<file path="config.mk">
export PLATFORM = sky130hd
export DESIGN_NAME = run_detector
export DESIGN_NICKNAME = d
export VERILOG_FILES = /design/src/rtl/run_detector.sv
export SDC_FILE = /design/constraint.sdc
export NUM_CORES = 1
export LEC_CHECK = 0
export CAP_MARGIN = 20
export CORE_MARGIN = 2
export CORE_UTILIZATION = 50
export DETAILED_ROUTE_END_ITERATION = 6
export PLACE_DENSITY = 0.83
export SYNTH_ARGS = -nofsm -noshare
export SYNTH_HDL_FRONTEND = slang
export SYNTH_SLANG_ARGS = --single-unit
</file>
<file path="constraint.sdc">
create_clock -name clk -period 3 [get_ports clk]
set_clock_uncertainty 0.15 [all_clocks]
set_input_delay 0.6 -clock clk [delete_from_list [all_inputs] [get_ports clk]]
set_output_delay 0.6 -clock clk [all_outputs]
set_load 0.02 [all_outputs]
</file>
<file path="src/rtl/run_detector.sv">
// -----------------------------------------------------------------------------
// run_detector
//
// Detects runs of identical WIDTH-bit symbols on a valid-qualified serial
// symbol stream. Once RUN_LEN consecutive equal symbols have been accepted
// the block is in its HIT state; out_bit reports whether that run qualifies
// under the live mode select.
//
// Parameters
//   WIDTH    symbol width in bits (>= 1)
//   RUN_LEN  consecutive equal symbols needed for detection (>= 1)
//   EVT_W    width of the wrapping hit event counter
//   CNT_W    run counter width, derived from RUN_LEN (do not override)
//
// Ports
//   clk        in   rising-edge clock
//   reset      in   asynchronous active-high reset
//   clear      in   synchronous clear of run state and event counter,
//                   wins over in_valid in the same cycle
//   in_valid   in   in_sym is accepted at this edge
//   in_sym     in   input symbol
//   mode       in   00 any, 01 all-zero only, 10 all-ones only, 11 disabled
//   out_bit    out  qualifying run of >= RUN_LEN in progress (decoded from
//                   registered state and the live mode)
//   hit        out  one-cycle pulse on first qualifying detection of a run
//   run_len    out  length of the current run, saturating at RUN_LEN
//   run_sym    out  symbol of the current run
//   hit_count  out  number of hits since reset/clear, wraps
// -----------------------------------------------------------------------------
module run_detector #(
    parameter int WIDTH   = 1,
    parameter int RUN_LEN = 2,
    parameter int EVT_W   = 8,
    parameter int CNT_W   = $clog2(RUN_LEN + 1)
) (
    input  logic             clk,
    input  logic             reset,
    input  logic             clear,
    input  logic             in_valid,
    input  logic [WIDTH-1:0] in_sym,
    input  logic [1:0]       mode,
    output logic             out_bit,
    output logic             hit,
    output logic [CNT_W-1:0] run_len,
    output logic [WIDTH-1:0] run_sym,
    output logic [EVT_W-1:0] hit_count
);

    typedef enum logic [1:0] {
        ST_IDLE = 2'd0,
        ST_RUN  = 2'd1,
        ST_HIT  = 2'd2
    } state_t;

    localparam logic [CNT_W-1:0] RUN_LEN_C = CNT_W'(RUN_LEN);
    localparam logic [CNT_W-1:0] ONE_C     = CNT_W'(1);
    localparam logic [CNT_W-1:0] ZERO_C    = {CNT_W{1'b0}};
    localparam logic [WIDTH-1:0] ZERO_SYM  = {WIDTH{1'b0}};
    localparam logic [WIDTH-1:0] ONES_SYM  = {WIDTH{1'b1}};
    localparam logic [EVT_W-1:0] EVT_ZERO  = {EVT_W{1'b0}};
    localparam logic [EVT_W-1:0] EVT_ONE   = EVT_W'(1);

    // Does a run of symbol sym count as a detection under mode md?
    function automatic logic qualifies(input logic [WIDTH-1:0] sym,
                                       input logic [1:0]       md);
        logic q;
        case (md)
            2'b00:   q = 1'b1;
            2'b01:   q = (sym == ZERO_SYM);
            2'b10:   q = (sym == ONES_SYM);
            2'b11:   q = 1'b0;
            default: q = 1'b0;
        endcase
        return q;
    endfunction

    state_t             state_q, state_d;
    logic [CNT_W-1:0]   count_q, count_d;
    logic [WIDTH-1:0]   sym_q, sym_d;
    logic               hit_q, hit_d;
    logic [EVT_W-1:0]   hit_count_q, hit_count_d;
    logic               same_s;
    logic               start_run_s;

    assign same_s = (in_sym == sym_q);

    // Next-state, run counter, run symbol and hit pulse computation.
    always_comb begin
        state_d     = state_q;
        count_d     = count_q;
        sym_d       = sym_q;
        hit_d       = 1'b0;
        start_run_s = 1'b0;

        if (clear) begin
            state_d = ST_IDLE;
            count_d = ZERO_C;
            sym_d   = ZERO_SYM;
        end else if (in_valid) begin
            case (state_q)
                ST_IDLE: begin
                    start_run_s = 1'b1;
                end
                ST_RUN: begin
                    if (same_s) begin
                        count_d = count_q + ONE_C;
                        if ((count_q + ONE_C) == RUN_LEN_C) begin
                            state_d = ST_HIT;
                            hit_d   = qualifies(sym_q, mode);
                        end else begin
                            state_d = ST_RUN;
                        end
                    end else begin
                        start_run_s = 1'b1;
                    end
                end
                ST_HIT: begin
                    // An equal symbol keeps the saturated run; only a new
                    // symbol restarts counting.
                    if (same_s) begin
                        state_d = ST_HIT;
                    end else begin
                        start_run_s = 1'b1;
                    end
                end
                default: begin
                    state_d = ST_IDLE;
                    count_d = ZERO_C;
                    sym_d   = ZERO_SYM;
                end
            endcase

            // A fresh run is complete immediately when RUN_LEN is 1, so it
            // enters HIT directly and may pulse hit on every new symbol.
            if (start_run_s) begin
                sym_d   = in_sym;
                count_d = ONE_C;
                if (RUN_LEN == 1) begin
                    state_d = ST_HIT;
                    hit_d   = qualifies(in_sym, mode);
                end else begin
                    state_d = ST_RUN;
                end
            end else begin
                start_run_s = 1'b0;
            end
        end else begin
            // No accepted symbol: everything holds, hit stays low.
            hit_d = 1'b0;
        end
    end

    // Hit event counter: cleared synchronously, wraps silently.
    always_comb begin
        hit_count_d = hit_count_q;
        if (clear) begin
            hit_count_d = EVT_ZERO;
        end else if (hit_d) begin
            hit_count_d = hit_count_q + EVT_ONE;
        end else begin
            hit_count_d = hit_count_q;
        end
    end

    // State and output registers with asynchronous reset.
    always_ff @(posedge clk or posedge reset) begin
        if (reset) begin
            state_q     <= ST_IDLE;
            count_q     <= ZERO_C;
            sym_q       <= ZERO_SYM;
            hit_q       <= 1'b0;
            hit_count_q <= EVT_ZERO;
        end else begin
            state_q     <= state_d;
            count_q     <= count_d;
            sym_q       <= sym_d;
            hit_q       <= hit_d;
            hit_count_q <= hit_count_d;
        end
    end

    // out_bit follows mode without a register stage so a mode change exposes
    // (or hides) an existing run in the same cycle.
    assign out_bit   = (state_q == ST_HIT) && qualifies(sym_q, mode);
    assign hit       = hit_q;
    assign run_len   = count_q;
    assign run_sym   = sym_q;
    assign hit_count = hit_count_q;

endmodule
</file>
After elaboration in Yosys (flattened, before gate mapping)
Cells that the tools add are included.
Cells by class
  bitwise logic cells: 1
  add/sub/neg operators: 2
  equal/unequal tests: 12
  reduce and logical (&&, ||, !) cells: 11
  multiplexer cells: 28
Operator list (count)
  $mux 2: 10
  $mux 8: 2
  $mux 1: 12
  $add 8x1->8 const B: 1
  $eq 2x2->1 const B: 4
  $ne 3x1->1 const B: 2
  $pmux 2 s3: 1
  $eq 2x1->1 const B: 2
  $logic_not 2->1: 2
  $ne 4x3->1 const B: 1
  $ne 4x4->1 const B: 1
  $pmux 1 s4: 1
  $pmux 2 s2: 1
  $reduce_and 4->1: 1
  $reduce_bool 2->1: 2
  $reduce_or 2->1: 2
  $ne 3x3->1 const B: 1
  $reduce_and 3->1: 1
  $reduce_or 3->1: 1
  $add 2x1->2 const B: 1
  $pmux 1 s2: 1
  $reduce_and 2->1: 1
  $eq 1x1->1: 1
  $logic_and 1x1->1: 1
  $not 1->1: 1
Word-level totals
  register bits after elaboration: 14
  logic and storage cells: 59
  input bits: 7
  output and inout bits: 13

Logic depth before layout (Yosys ltp)
Gate-level depths: netlist (run 1).
  depth in word-level cells: 9
  mapped depth: 6
  mapped depth without buffers: 6

Least setup slack after synthesis (run 1)
Ideal clock, no wire load.
  path kind: in2reg
  start: input port mode[1]
  end: register hit_count_q[4] (netlist: hit_count[4])
  required time: 2772 ps
  data arrival time: 1887 ps
  path buffers: 0
  setup slack: 885 ps
  stages: 4
  path through: mux2_4 > or4_4 > or3_1 > a21oi_1
Between the ends
  longest elaborated chain between the ends: 8
  elaborated cells on any way between the ends: 11
RTL lines
  from (decl): RTL line 41  | input logic [1:0] mode,
  $eq 2x2->1, or another cell as far along: RTL line 67  | case (md)
  $pmux 1 s4 *: RTL line 67
  $mux 1 *: RTL line 107  | if ((count_q + ONE_C) == RUN_LEN_C) begin
  $mux 1 *: RTL line 105  | if (same_s) begin
  $mux 1 *: RTL line 100  | case (state_q)
  $mux 1 *: RTL line 99  | end else if (in_valid) begin
  $mux 1 *: RTL line 95  | if (clear) begin
  $reduce_bool 2->1 (no line) *
  to (signal assigned): RTL line 178  | hit_count_q <= hit_count_d;
  to (decl): RTL line 81  | logic [EVT_W-1:0] hit_count_q, hit_count_d;
Every way passes the cells marked *; elsewhere a longest branch is shown, timed or not.
A chain may end at the register's enable or synchronous reset.

Worst setup path after layout (run 1)
  start: input port mode[1]
  end: output port out_bit
Between the ends
  longest elaborated chain between the ends: 3
  elaborated cells on any way between the ends: 6
RTL lines
  $eq 2x2->1, or another cell as far along: RTL line 67
  $pmux 1 s4 *: RTL line 67
  $logic_and 1x1->1 *: RTL line 184  | assign out_bit = (state_q == ST_HIT) && qualifies(sym_q, mode);
  to (decl): RTL line 42  | output logic out_bit,
Marks and branches as above.

==> results.cfg, run 1 <==
[global_routing]
grt.overflow.total = 0
grt_pass1_vias = 747
antenna_found_initial = 0
grtUsageTotal = 0.2030
grt_pass1_wl_um = 3077
grt_max_degree = 15

[sta]
setup_viol = 0
tightest_slew_ns = 0.6589
max_freq_mhz = 363.4
fin_crit_ns = 2.752
hold_viol = 0
relSlewSlack = 0.5592
hold_slack_ns = 0.4315
slew_violations = 0
period_share = 0.9173
rsz0062_at_grt = no
finalSetupTns_ns = 0

[worst_setup_path]
arrival_ns = 2.00
r2r_setup_slack_ns = 0.76
worstPathRequired_ns = 2.25
endpoint_kind = output port
critPathKind = primary input to output port
crit_fanout = 5
crit_path_start_kind = primary input

[detailed_routing]
route.detailed.drc = 0
drtAntennaViolNets = 0
dr.pass1.iters = 4
via_per_inst = 5.632
routed_wl_um = 1828
wl_per_cell_um = 13.74
vias = 749
drtIter0Drc = 9

[job]
drv_cap = 0

[run_status]
outcome = finished, final reports clean

[yosys]
syn_inst = 93
synth_top_area_frac = 0.4011
syn-num-nets = 106
ys_seq_area_frac = 0.4011
yosys_warnings = 0
async_flop_share = 1.000
synth_edf_count = 0
synth_cell_types = 32
netlist_area_um2 = 873.3
synthFlopType = dfrtp_1
ys_ff_latch = 14
yosys-top-cells-area = dfrtp_1 (40%), ha_1 (8.6%), inv_1 (4.3%)
syn_avg_cell_area_um2 = 9.391
synth_top_area_cell = dfrtp_1

[clock_tree]
cts_root_buf = clkbuf_4
hold_buffers = 0
cts_made_buffers = 3
postCtsSetupBuffers = 0
cts.clk_slew.worst_paths_ns = 0.09
cts_sinks = 14
clk_latency_ns = 0.28
postCtsResizedCells = 0
tritoncts = yes
h-tree-depth = 1
clk_path_buf_depth = 2

[power]
p_leak_uw = 0.0004964
ir_worst_vdd_mv = 0.2466
p_per_area_nw_per_um2 = 363.4

[worst_hold_path]
worstHoldPathType = flip-flop to flip-flop

[floorplan]
dieHeight_um = 45.80
start_util = 0.5170
die_area_um2 = 2097
die_w_um = 45.80
rows = 15
ios = 20
core_area_um2 = 1689

[placement]
place_hpwl_um = 1380
placed_cell_area_um2 = 1092
post-place-cells = 129
gp_congestion = 0.8455
io_buffers = 19

[cells_and_area]
final-seq-area_um2 = 350.3
stdcell_area_um2 = 1129
antenna_cells = 0
area_growth_syn_to_layout_pct = 29.23
nFillCells = 147
drive_above_1_share = 0.1034
final_nets = 130
instances_no_fill = 133
utilization = 0.6681
multiInputGateArea_um2 = 478.0
[power breakdown]
group | switching, uW | internal (uW)
registers | 4.70 | 193
logic | 41.8 | 33.8
clock network | 63.3 | 73.8
total | 110 | 300
[area by class of cell]
cell class,instances,share of cell area
Multi-Input combinational cell,67,0.4235
Sequential cell,14,0.3104
Timing Repair Buffer,21,0.1818
Inverter,10,0.03326
Clock buffer,4,0.03215
Tap cell,17,0.01885
[worst paths after layout]
check,startpoint,end,cells after the start
max,mode[1],out_bit,4
min,run_len[1],run_len[1],2
max reg2reg,state_q[1],hit_count[6],6
min reg2reg,run_len[1],run_len[1],2
max in group asynchronous,reset,hit_count[2],2
min in group asynchronous,reset,hit_count[1],2
[sequential cells by signal (all words and copies together), names as in the netlist]
register / cells
hit_count: 8
state_q: 2
hit: 1
run_sym: 1
run_len: 2
[layout by cell type, fill, tap and decap left out, types with 2 or more instances in the layout]
cell | Yosys | layout
nor2_1 | 9 | 9
ha_1 | 6 | 6
a21oi_1 | 4 | 4
mux2i_1 | 2 | 2
o21a_1 | 2 | 2
dfrtp_1 | 14 | 14
nor2b_1 | 4 | 4
buf_4 | 0 | 2
clkbuf_4 | 0 | 3
clkdlybuf4s50_1 | 0 | 19
inv_1 | 10 | 10
nand3_1 | 5 | 5
o31ai_1 | 2 | 2
mux2_2 | 2 | 2
xnor2_1 | 3 | 3
o21ai_0 | 3 | 3
or3_1 | 2 | 2
nand2_1 | 3 | 3
a211oi_1 | 3 | 3
nor4_1 | 2 | 2
nand2b_1 | 2 | 2
[cell usage after synthesis, types with 3 or more instances]
master,instances
a211oi_1,3
a21oi_1,4
dfrtp_1,14
ha_1,6
inv_1,10
nand2_1,3
nand3_1,5
nor2_1,9
nor2b_1,4
o21ai_0,3
xnor2_1,3
[routing by layer]
metal | vias to the layer above | global-route usage | wire length (um)
met3 | 2 | 0.02778 | 79
met2 | 19 | 0.3465 | 868
met4 | 0 | 0.07429 | 10
li1 | 370 | - | -
met1 | 358 | 0.2608 | 869
met5 | - | 0 | 0
[worst max-delay path, cell delays in order]
cell             delay (ns)
clkdlybuf4s50_1        0.39
mux2_4                 0.29
nor2_1                 0.10
clkdlybuf4s50_1        0.61
[logic make-up (layout without fill, tap and decap cells)]
family,Yosys count,count (layout),synth area share
AND/OR/NAND/NOR,34,34,0.2149
AO/OA/AOI/OAI,18,18,0.1404
flip-flops,14,14,0.4012
buffers and inverters,12,35,0.05158
adder cells (fa/ha/maj),6,6,0.08596
multiplexers,5,5,0.06590
XOR/XNOR,4,4,0.04012
[per-stage QoR]
stage / power, uW / setup slack [ns]
3_5_place_dp: 276.8 / 0.2417
2_1_floorplan: 250.4 / 0.8852
6_report: 410.1 / 0.2481
4_1_cts: 411.7 / 0.2426
5_1_grt: 427.9 / 0.1927
3_3_place_gp: 274.3 / 0.2511
(Power assumes the default switching activity.)
==> run 2: changes to the inputs <==
--- a/config.mk
+++ b/config.mk
@@ -7,9 +7,10 @@
 export LEC_CHECK = 0
 export CAP_MARGIN = 20
 export CORE_MARGIN = 2
-export CORE_UTILIZATION = 50
+export CORE_UTILIZATION = 44
 export DETAILED_ROUTE_END_ITERATION = 6
-export PLACE_DENSITY = 0.83
+export GPL_TIMING_DRIVEN = 0
+export PLACE_DENSITY = 0.77
 export SYNTH_ARGS = -nofsm -noshare
 export SYNTH_HDL_FRONTEND = slang
 export SYNTH_SLANG_ARGS = --single-unit
==> constraint.sdc (replaced) <==
create_clock -name clk -period 2.5 [get_ports clk]
set_clock_uncertainty 0.15 [all_clocks]
set_input_delay 0.5 -clock clk [delete_from_list [all_inputs] [get_ports clk]]
set_output_delay 0.5 -clock clk [all_outputs]
set_load 0.02 [all_outputs]
==> run 2 against run 1 <==
Critical path depth unchanged. Die area grew 12%. Worst hold slack worse by 0.032 ns. Count of clock-buffer cells in the layout is the same. Critical endpoint unchanged. Non-clock buffer count down 1. Cell count rose by 6.8%. Clock power grew 21%. Highest routed layer unchanged. Combinational power up 20%.
==> results.cfg, run 2 (synthesized netlist as in run 1, its figures left out) <==
[run_status]
outcome = finished, final reports clean

[worst_setup_path]
crit_family = buffers and inverters
critPathSlowestCell = clkdlybuf4s50_1
cp_slowest_stage_delay_ns = 0.42
crit_fanout = 5
critPathKind = primary input to output port
critical_path.cell_chain = clkdlybuf4s50_1 -> mux2_4 -> nor2_1 -> dlygate4sd2_1
critPathBufInv = 2
arrival_ns = 1.64
worstPathRequired_ns = 1.85
endpoint_kind = output port
crit_path_start_kind = primary input

[sta]
period_share = 0.9167
hold_slack_ns = 0.3991
finalSetupTns_ns = 0
relSlewSlack = 0.5355
rsz0062_at_grt = no
hold_viol = 0
setup_viol = 0
slew_violations = 0
tightest_slew_ns = 0.6943
max_freq_mhz = 436.4
fin_crit_ns = 2.292

[worst_hold_path]
worstHoldPathType = primary input to asynchronous set/reset pin

[cells_and_area]
instances_no_fill = 142
largest_reg_flops = 8
area_growth_syn_to_layout_pct = 29.23
layout_commonest_cell = clkdlybuf4s50_1
antenna_cells = 0
drive_above_1_share = 0.09565
layout_common_cells = clkdlybuf4s50_1 (17), dfrtp_1 (14), inv_1 (10), nor2_1 (9), ha_1 (6)
utilization = 0.5872
stdcell_area_um2 = 1129
final_nets = 129

[floorplan]
die_area_um2 = 2357
die_w_um = 48.55
core_area_um2 = 1922
dieHeight_um = 48.55
start_util = 0.4544
ios = 20
rows = 16

[detailed_routing]
wl_per_cell_um = 13.08
dr.pass1.iters = 2
vias = 740
routed_wl_um = 1858
via_per_inst = 5.211
drtAntennaViolNets = 0
drtIter0Drc = 7
route.detailed.drc = 0

[global_routing]
use_met1 = 0.2300
met3_usage = 0.03086
grt.overflow.total = 0
grt_pass1_wl_um = 3229
grtUsageTotal = 0.1757
globalRouteMet2Util = 0.2894
grt_pass1_vias = 724
grt_max_degree = 15
antenna_found_initial = 0
top_usage_layer = met2

[placement]
io_buffers = 18
place_hpwl_um = 1421
post-place-cells = 138
placed_cell_area_um2 = 1087
gp_congestion = 0.9094

[clock_tree]
cts_sinks = 14
postCtsSetupBuffers = 0
clk_latency_ns = 0.29
hold_buffers = 0
h-tree-depth = 1
cts_made_buffers = 3
tritoncts = yes
cts.clk_slew.worst_paths_ns = 0.09
postCtsResizedCells = 1
cts_root_buf = clkbuf_4
clk_path_buf_depth = 2

[power]
ir_worst_vdd_mv = 0.2492
p_leak_uw = 0.0004896
p_per_area_nw_per_um2 = 437.3

[job]
drv_cap = 0
run 2: worst register-to-register path, stage by stage (launching register included):
cell,delay [ns]
dfrtp_1,0.41
inv_1,0.11
ha_1,0.29
nand3_1,0.20
or4_4,0.49
or3_1,0.36
a21oi_1,0.18
run 2: path summary, 6_finish.rpt:
path	endpoint	cells after the start	slack, ns	startpoint
setup / recovery	out_bit	4	0.21	mode[0]
hold / removal	hit	2	0.40	reset
setup reg to reg	hit_count[4]	6	0.22	state_q[1]
hold reg to reg	run_len[1]	2	0.42	run_len[1]
max in group asynchronous	run_sym	2	1.44	reset
min in group clk	run_len[1]	2	0.42	run_len[1]
run 2: layout make-up:
type	instances	area, um^2
repair buffers	18	178.9
flip-flops and latches	14	350.3
clock buffers	4	36.28
fillers	183	793.3
inverters	10	37.54
plain buffers	2	7.507
well taps	27	33.78
multi-input cells	67	484.2
run 2: through the flow:
| step | total power [uW] | worst slack, ns |
|---|---|---|
| final | 493.5 | 0.2084 |
| after floorplan | 300.4 | 0.4291 |
| after detailed placement | 331.1 | -0.08542 |
| after global placement | 328.5 | -0.1177 |
| after global routing | 517.4 | 0.09023 |
| after CTS | 495.9 | 0.1979 |
run 2: metal layers:
layer / wire length (um) / vias up
met5: 0 / -
met4: 38 / 0
met3: 72 / 5
met2: 844 / 17
met1: 903 / 349
li1: - / 369
run 2: report_power, final:
part | switching, uW | internal, uW | leakage (uW) | total [uW]
clock network | 77.6 | 88.7 | 0.0000210 | 166
logic | 51.5 | 39.1 | 0.000276 | 90.6
registers | 5.25 | 231 | 0.000193 | 237
